**src/rtl/arith_pipe_unit.sv**
```systemverilog
// Pipelined ADD/SUB/MUL unit with valid/ready handshakes on both sides.
// Result is formed in stage 0; later stages only carry it towards the output.
module arith_pipe_unit #(
    parameter int WIDTH = 4,
    parameter int LAT   = 2,
    parameter int CNTW  = 16
) (
    input  logic                 clk,
    input  logic                 rst,
    input  logic                 in_valid,
    output logic                 in_ready,
    input  logic [1:0]           in_op,
    input  logic [WIDTH-1:0]     in_a,
    input  logic [WIDTH-1:0]     in_b,
    output logic                 out_valid,
    input  logic                 out_ready,
    output logic [2*WIDTH-1:0]   out_result,
    output logic [1:0]           out_op,
    output logic                 out_err,
    output logic [CNTW-1:0]      txn_count
);
    localparam int RW = 2 * WIDTH;
    localparam logic [1:0] OP_ADD = 2'b00;
    localparam logic [1:0] OP_SUB = 2'b01;
    localparam logic [1:0] OP_MUL = 2'b10;

    logic [LAT-1:0]          vld_q;
    logic [LAT-1:0]          err_q;
    logic [LAT-1:0][1:0]     op_q;
    logic [LAT-1:0][RW-1:0]  res_q;

    logic          advance;
    logic          accept;
    logic [RW-1:0] a_ext;
    logic [RW-1:0] b_ext;
    logic [RW-1:0] res_d;
    logic          err_d;

    // The whole pipe moves as one; an empty output slot never blocks it.
    assign advance  = !vld_q[LAT-1] || out_ready;
    assign in_ready = advance;
    assign accept   = in_valid && advance;

    assign a_ext = {{WIDTH{1'b0}}, in_a};
    assign b_ext = {{WIDTH{1'b0}}, in_b};

    // Subtracting zero-extended operands yields the sign-extended difference.
    always_comb begin
        res_d = '0;
        err_d = 1'b0;
        case (in_op)
            OP_ADD:  res_d = a_ext + b_ext;
            OP_SUB:  res_d = a_ext - b_ext;
            OP_MUL:  res_d = a_ext * b_ext;
            default: err_d = 1'b1;
        endcase
    end

    always_ff @(posedge clk or posedge rst) begin
        if (rst) begin
            vld_q <= '0;
            err_q <= '0;
            op_q  <= '0;
            res_q <= '0;
        end else if (advance) begin
            vld_q[0] <= accept;
            err_q[0] <= err_d;
            op_q[0]  <= in_op;
            res_q[0] <= res_d;
            for (int i = 1; i < LAT; i++) begin
                vld_q[i] <= vld_q[i-1];
                err_q[i] <= err_q[i-1];
                op_q[i]  <= op_q[i-1];
                res_q[i] <= res_q[i-1];
            end
        end
    end

    always_ff @(posedge clk or posedge rst) begin
        if (rst) begin
            txn_count <= '0;
        end else if (out_valid && out_ready) begin
            txn_count <= txn_count + 1'b1;
        end
    end

    assign out_valid  = vld_q[LAT-1];
    assign out_err    = err_q[LAT-1];
    assign out_op     = op_q[LAT-1];
    assign out_result = res_q[LAT-1];

endmodule

```
**config.mk**
```make
export PLATFORM = sky130hd
export DESIGN_NAME = arith_pipe_unit
export DESIGN_NICKNAME = d
export VERILOG_FILES = /design/src/rtl/arith_pipe_unit.sv
export SDC_FILE = /design/constraint.sdc
export NUM_CORES = 1
export LEC_CHECK = 0
export BUFFER_PORTS_ARGS = -buffer_cell sky130_fd_sc_hd__buf_2
export CORE_MARGIN = 2
export CORE_UTILIZATION = 56
export CTS_BUF_LIST = sky130_fd_sc_hd__clkbuf_8 sky130_fd_sc_hd__clkbuf_16
export CTS_CLUSTER_SIZE = 14
export DETAILED_ROUTE_END_ITERATION = 10
export PLACE_DENSITY = 0.77
export SLEW_MARGIN = 30
export SYNTH_ARGS = -nofsm -noshare
export SYNTH_HDL_FRONTEND = slang
export SYNTH_SLANG_ARGS = --single-unit
```
**constraint.sdc**
```tcl
create_clock -name clk -period 1.8 [get_ports clk]
set_input_delay 0.18 -clock clk [delete_from_list [all_inputs] [get_ports clk]]
set_output_delay 0.18 -clock clk [all_outputs]
set_load 0.05 [all_outputs]
```
==> results of run 1 <==
## final cells by class
type / instances / area (um2) / area share
Tap cell: 52 / 65.1 / 0.0212
Clock inverter: 2 / 8.76 / 0.00286
Sequential cell: 40 / 1000 / 0.327
Multi-Input combinational cell: 192 / 1430 / 0.465
Clock buffer: 5 / 68.8 / 0.0225
Inverter: 15 / 60.1 / 0.0196
Timing Repair Buffer: 67 / 435 / 0.142
## logic make-up (layout without fill, tap and decap cells)
kind of cell    count (synthesis)  after routing  synth area share
buf+inv                        31             89            0.0758
compound gates                 30             30            0.0758
flops                          40             40             0.402
simple gates                  115            115             0.220
xor+xnor                       17             17            0.0598
fa+ha+maj                      27             27             0.154
mux                             3              3            0.0131
## report_power, final
part | total (mW) | switching, mW | internal [mW]
clock network | 0.546 | 0.288 | 0.258
logic | 1.26 | 0.844 | 0.411
registers | 1.21 | 0.144 | 1.07
## state kept, by name, summed over array words and instances, names as in the netlist
register    flops
out_op          2
out_result      8
vld_q           2
op_q            2
res_q           8
txn_count      16
err_q           2
## worst paths after layout
check,to,slack [ps],cells past startpoint
max reg2reg,res_q[3]$_DFFE_PP0N_,260,5
max,res_q[6]$_DFFE_PP0N_,-500,12
min in group clk,vld_q[0]$_DFFE_PP0N_,100,3
max in group asynchronous,res_q[0]$_DFFE_PP0N_,1460,3
min,txn_count[5]$_DFFE_PP0P_,-3,3
min reg2reg,err_q[1]$_DFFE_PP0N_,460,2
## synth_stat cells (2+ instances only)
cell type,n
a211oi_1,2
a21oi_1,14
and2_1,7
buf_2,2
buf_4,10
buf_6,3
dfrtp_1,40
fa_1,6
ha_1,21
inv_1,14
mux2_2,2
nand2_1,56
nand2b_1,4
nand3_1,6
nand4_1,2
nor2_1,24
nor3_1,3
o21ai_0,3
o21ai_1,2
o31ai_1,2
or3_1,2
xnor2_1,12
xor2_1,5
## repair_timing
action | CTS | global route
endpoints found under the setup margin | 5 | 6
setup buffers | 1 | 0
gates resized for setup | 11 | 19
pin swaps | 6 | 6
## layer usage
| metal | global-route usage | up-vias | wire length, um |
|---|---|---|---|
| met5 | 0 | - | 0 |
| met4 | 0.0629 | 0 | 65 |
| met3 | 0.0484 | 5 | 216 |
| met2 | 0.357 | 42 | 2430 |
| met1 | 0.274 | 919 | 2200 |
| li1 | - | 968 | - |
## critical path, cell delays in order
cell      delay, ps
buf_8            90
nand2_8          40
fa_1            530
inv_1            50
fa_2            460
inv_2            80
fa_2            200
nor2b_2          40
o21a_1          170
or3_1           320
a311oi_2        250
nor2_1           70
## stage by stage
step | setup slack, ps | util | hold slack, ps
floorplan | -638 | - | 292
global placement | -829 | 0.660 | 322
detailed placement | -917 | 0.660 | 323
CTS | -505 | 0.690 | 15.2
global route | -591 | 0.709 | 54.3
finish | -498 | 0.709 | -3.37
==> key figures, run 1 <==
Route
  – Detailed-route DRC error count: 0
  – DRT antenna net count: 0
  – Total wire length: 4.92 mm
  – Vias per inst: ~5.2
  – Iter 0 DRT Violations: between 90 and 100
  – Pre-antenna DRT Iters: 5
  – Via count: approximately 1900
  – Wire per inst: about 13 um

Synthesis
  – Area leader, netlist: dfrtp_1
  – Post-synth cell types: 44
  – Number of flops mapped to enable cells by yosys: 0
  – Top post-synthesis cells by area: dfrtp_1 (40%), ha_1 (11%), nand2_1 (8.4%)
  – Yosys warnings: 0
  – Ys flop type: dfrtp_1
  – Area share of the largest cell type after synthesis: 0.402
  – Avg Cell Area, Syn: between 9 and 10 um2
  – FFs w/ async S/R, synth: 1.00
  – #FFs+latches synth: 40
  – Post-Syn Nets: between 300 and 400
  – Sequential share of the synthesized area: 0.402
  – Mapped Area: 0.00249 mm2
  – Mapped Cells: between 200 and 300

Power
  – Pwr dens: between 900 and 1000 mW/mm2
  – Worst vdd ir: around 0.43 mV
  – Leak Pwr: approximately 1.6 nW
  – Power Total: 3.01 mW

Die
  – Height of the chip: 70.7 um
  – Chip Width: a little over 70 um
  – Placement Rows: 24
  – Starting density of the core: 0.576
  – Die area: roughly 0.0050 mm2
  – Num ports: 43
  – Core Region: ~0.0043 mm2

Final layout
  – ANT cells: 0
  – Post-layout nets: 362
  – Fillers: roughly 350
  – Synthesis-to-layout area growth: 23.0%
  – Commonest non-fill, non-tap cell in the layout: nand2_1
  – Cell Count, Final, Fillers Out: roughly 370
  – Commonest cells after routing, fill and taps aside: nand2_1 (53), dfrtp_1 (40), buf_2 (36), buf_4 (27), nor2_1 (22)
  – Proportion of layout cells with a drive suffix above 1: 0.321
  – Post-route cell area: ~0.0031 mm2

Setup path
  – CP Capture Type: register
  – Critical path arrival: ~2500 ps
  – Worst setup SP type: input pin
  – Reg-to-Reg Start: vld_q[1]$_DFFE_PP0N_
  – Crit path launch: in_a[0]
  – Crit-path max FO: 2
  – Crit path kind: input pin to register
  – Worst path required time: 1980 ps

GRT
  – Largest net degree at the start of global routing: between 40 and 50
  – Vias in the first global route: roughly 1900
  – Aggregate global-route resource usage: 0.212
  – Gr ovfl total: 0
  – Initial antenna violation count: 0
  – First-pass GRT wire length: approximately 8.4 mm

Min path
  – Min-delay worst type: input pin to asynchronous set/reset pin

Clock network
  – CTS sink cnt: 40
  – Clock Tree Root: clkbuf_8
  – H-tree Lvls: 2
  – CTS Hold Bufs: 0
  – Number of CTS-inserted buffers: 5
  – Max clock buf depth: 2
  – Worst-Skew Late Latency: approximately 290 ps
  – Reg clk slew, reported paths: 80 ps
  – CTS tree: yes

Timing
  – Final hold slack: -3.37 ps
  – Slew @ Worst Pin: a little under 500 ps
  – Final worst slack: -498 ps
  – # setup viols final: 5
  – Max-slew headroom: 0.674
  – Post-layout min period: roughly 2300 ps
  – Setup tns final: -2320 ps
  – Tcrit/Tclk final: 1.28
  – RSZ-0062 raised after global routing: yes
  – F_max: ~440 MHz
  – Setup Skew: between 5 and 6 ps
  – Slew Viols, Final: 0
  – Final hold viol count: 11

Status
  – Status: finished, violations left
  – Failing checks: hold timing, setup timing

Place
  – Cells after DPL: 365
  – GP Congestion: between 0.7 and 0.8
  – Detailed Place HPWL: about 3.7 mm
  – IO buf count: 42
  – Post-DP Area: 0.00286 mm2

Job
  – MaxCap Viol Count: 0
Power figures use the tool's default switching activity.
==> inputs of run 2 (changes only) <==
--- a/config.mk
+++ b/config.mk
@@ -5,7 +5,7 @@
 export SDC_FILE = /design/constraint.sdc
 export NUM_CORES = 1
 export LEC_CHECK = 0
-export BUFFER_PORTS_ARGS = -buffer_cell sky130_fd_sc_hd__buf_2
+export BUFFER_PORTS_ARGS = -buffer_cell sky130_fd_sc_hd__buf_4
 export CORE_MARGIN = 2
 export CORE_UTILIZATION = 56
 export CTS_BUF_LIST = sky130_fd_sc_hd__clkbuf_8 sky130_fd_sc_hd__clkbuf_16
==> key figures, run 2 (same netlist as run 1, synthesis figures left out) <==
Status
  – Status: finished, violations left
  – Failing checks: setup timing

Route
  – Pre-antenna DRT Iters: 4 (-1)
  – Wire per inst: 13.2 um (about the same)
  – Vias per inst: 5.13 (-1.1%)
  – Via count: 1897 (-1.9%)
  – Detailed-route DRC error count: 0 (unchanged)
  – Iter 0 DRT Violations: 119 (+24%)
  – Total wire length: 4.88 mm (-0.77%)
  – DRT antenna net count: 0 (unchanged)

Final layout
  – ANT cells: 0 (unchanged)
  – Top reg by flops: txn_count
  – Commonest non-fill, non-tap cell in the layout: buf_4
  – Fillers: 359 (+4.1%)
  – Synthesis-to-layout area growth: 25.8%
  – Footprint of the multi-input gates: 0.00142 mm2 (-0.26%)
  – Final core occ: 0.725 (+0.0159)
  – Proportion of layout cells with a drive suffix above 1: 0.305 (-0.0158)
  – Post-layout nets: 358 (-1.1%)
  – Commonest cells after routing, fill and taps aside: buf_4 (59), nand2_1 (54), dfrtp_1 (40), nor2_1 (22), ha_1 (18)
  – Largest register FFs: 16 (unchanged)
  – Register Area: 0.00100 mm2 (unchanged)

Setup path
  – Worst reg2reg path endpoint: res_q[3]$_DFFE_PP0N_
  – CP Capture Type: register
  – Crit path kind: input pin to register
  – Worst path required time: 2010 ps (+30 ps)
  – Crit-path max FO: 2 (unchanged)
  – Worst setup SP type: input pin
  – Slowest cell on crit path: fa_2
  – Reg-to-Reg Start: vld_q[1]$_DFFE_PP0N_
  – Crit path cell chain: buf_8, nand2_8, fa_1, inv_2, fa_2, ha_4, a211oi_4, nor2_2, or3_4, a21oi_2
  – Worst reg-to-reg path cell count: 6 (+1)
  – Critical path arrival: 2590 ps (+110 ps)
  – Crit path launch: in_a[0]
  – R2R setup slack: 400 ps (+140 ps)
  – Critical path's largest stage delay: 590 ps (+60 ps)

Timing
  – Tcrit/Tclk final: 1.32 (+0.0437)
  – # setup viols final: 5 (unchanged)
  – Slew Viols, Final: 0 (unchanged)
  – Post-layout min period: 2380 ps (+78.7 ps)
  – Final hold viol count: 0 (-11)
  – Max-slew headroom: 0.673 (-0.00185)
  – RSZ-0062 raised after global routing: yes
  – Slew @ Worst Pin: 491 ps (+2.78 ps)
  – F_max: 421 MHz (-3.3%)
  – Setup Skew: 5.16 ps (+0.00958 ps)
  – Final worst slack: -577 ps (-78.7 ps)

Place
  – Pre-CTS WS: -866 ps (+50.9 ps)
  – GP Congestion: 0.806 (+3.0%)
  – IO buf count: 42 (unchanged)
  – Detailed Place HPWL: 3.76 mm (+0.86%)

Die
  – Die area: 0.00500 mm2 (unchanged)
  – Num ports: 43 (unchanged)
  – Core Region: 0.00432 mm2 (unchanged)
  – Placement Rows: 24 (unchanged)
  – Starting density of the core: 0.576 (unchanged)
  – Height of the chip: 70.7 um (unchanged)
  – Chip Width: 70.7 um (unchanged)

GRT
  – Vias in the first global route: 1835 (-2.7%)
  – Largest net degree at the start of global routing: 41 (unchanged)
  – First-pass GRT wire length: 8.36 mm (-0.82%)
  – Initial antenna violation count: 0 (unchanged)
  – Aggregate global-route resource usage: 0.209 (-0.00259)
  – Gr ovfl total: 0 (unchanged)

Job
  – MaxCap Viol Count: 0 (unchanged)

Clock network
  – CTS sink cnt: 40 (unchanged)
  – Reg clk slew, reported paths: 80 ps (about the same)
  – Number of CTS-inserted buffers: 5 (unchanged)
  – CTS tree: yes
  – Worst-Skew Late Latency: 280 ps (about the same)
  – Clock Tree Root: clkbuf_8
  – Max clock buf depth: 2 (unchanged)
  – H-tree Lvls: 2 (unchanged)

Power
  – Power Total: 3.14 mW (+4.3%)
  – Worst vdd ir: 0.490 mV (+15%)
  – Pwr dens: 1000 mW/mm2 (+2.0%)
  – Leak Pwr: 1.60 nW (+0.81%)

Min path
  – Min-delay worst type: input pin to asynchronous set/reset pin
==> run 2: metrics by stage <==
step | setup TNS [ps] | cell area, um2 | instances | hold slack [ps]
floorplan | -2480 | 2530 | 263 | 292
global placement | -3750 | 2940 | 362 | 330
detailed placement | -4170 | 2940 | 362 | 352
CTS | -2340 | 3100 | 370 | 41.0
global route | -3110 | 3130 | 370 | 79.9
finish | -2660 | 3130 | 370 | 19.6
==> run 2: timing repair <==
item / 4_1_cts / 5_1_grt
hold buffers: 0 / 0
pin swaps: 4 / 12
hold endpoints to repair: 0 / 0
setup buffers: 0 / 0
resized for setup: 16 / 8
setup endpoints to repair: 5 / 5
==> run 2: routing by layer <==
layer	track usage	wire, um
met1	0.278	2160
met2	0.351	2490
met3	0.0328	177
met4	0.0713	53
met5	0	0
==> run 2: report_power, final <==
| group | switching, mW | internal (mW) | leakage (nW) | total (mW) |
|---|---|---|---|---|
| clock | 0.305 | 0.306 | 0.0486 | 0.611 |
| combinational | 0.837 | 0.482 | 1.05 | 1.32 |
| sequential | 0.146 | 1.07 | 0.508 | 1.21 |
| total | 1.29 | 1.86 | 1.60 | 3.14 |
==> run 2: layout make-up <==
class | instances | area share
multi-input combinational | 192 | 0.454
sequential | 40 | 0.319
timing repair buffer | 63 | 0.158
clock buffer | 6 | 0.0264
tap | 52 | 0.0208
inverter | 15 | 0.0180
clock inverter | 2 | 0.00359
==> run 2: worst max path at each step <==
stage                                      end  depth (start not counted)
after floorplan           res_q[6]$_DFFE_PP0N_                         11
after global placement    res_q[6]$_DFFE_PP0N_                         12
after detailed placement  res_q[5]$_DFFE_PP0N_                         10
after CTS                 res_q[6]$_DFFE_PP0N_                         12
after global routing      res_q[5]$_DFFE_PP0N_                         10
final                     res_q[5]$_DFFE_PP0N_                         10
==> run 2: critical path, delay by kind of cell <==
kind / cells / cell delay, ps
AOI/OAI and AO/OA: 2 / 400
buffers and inverters: 2 / 130
adders and majority gates: 3 / 1360
and+or+nand+nor: 3 / 510
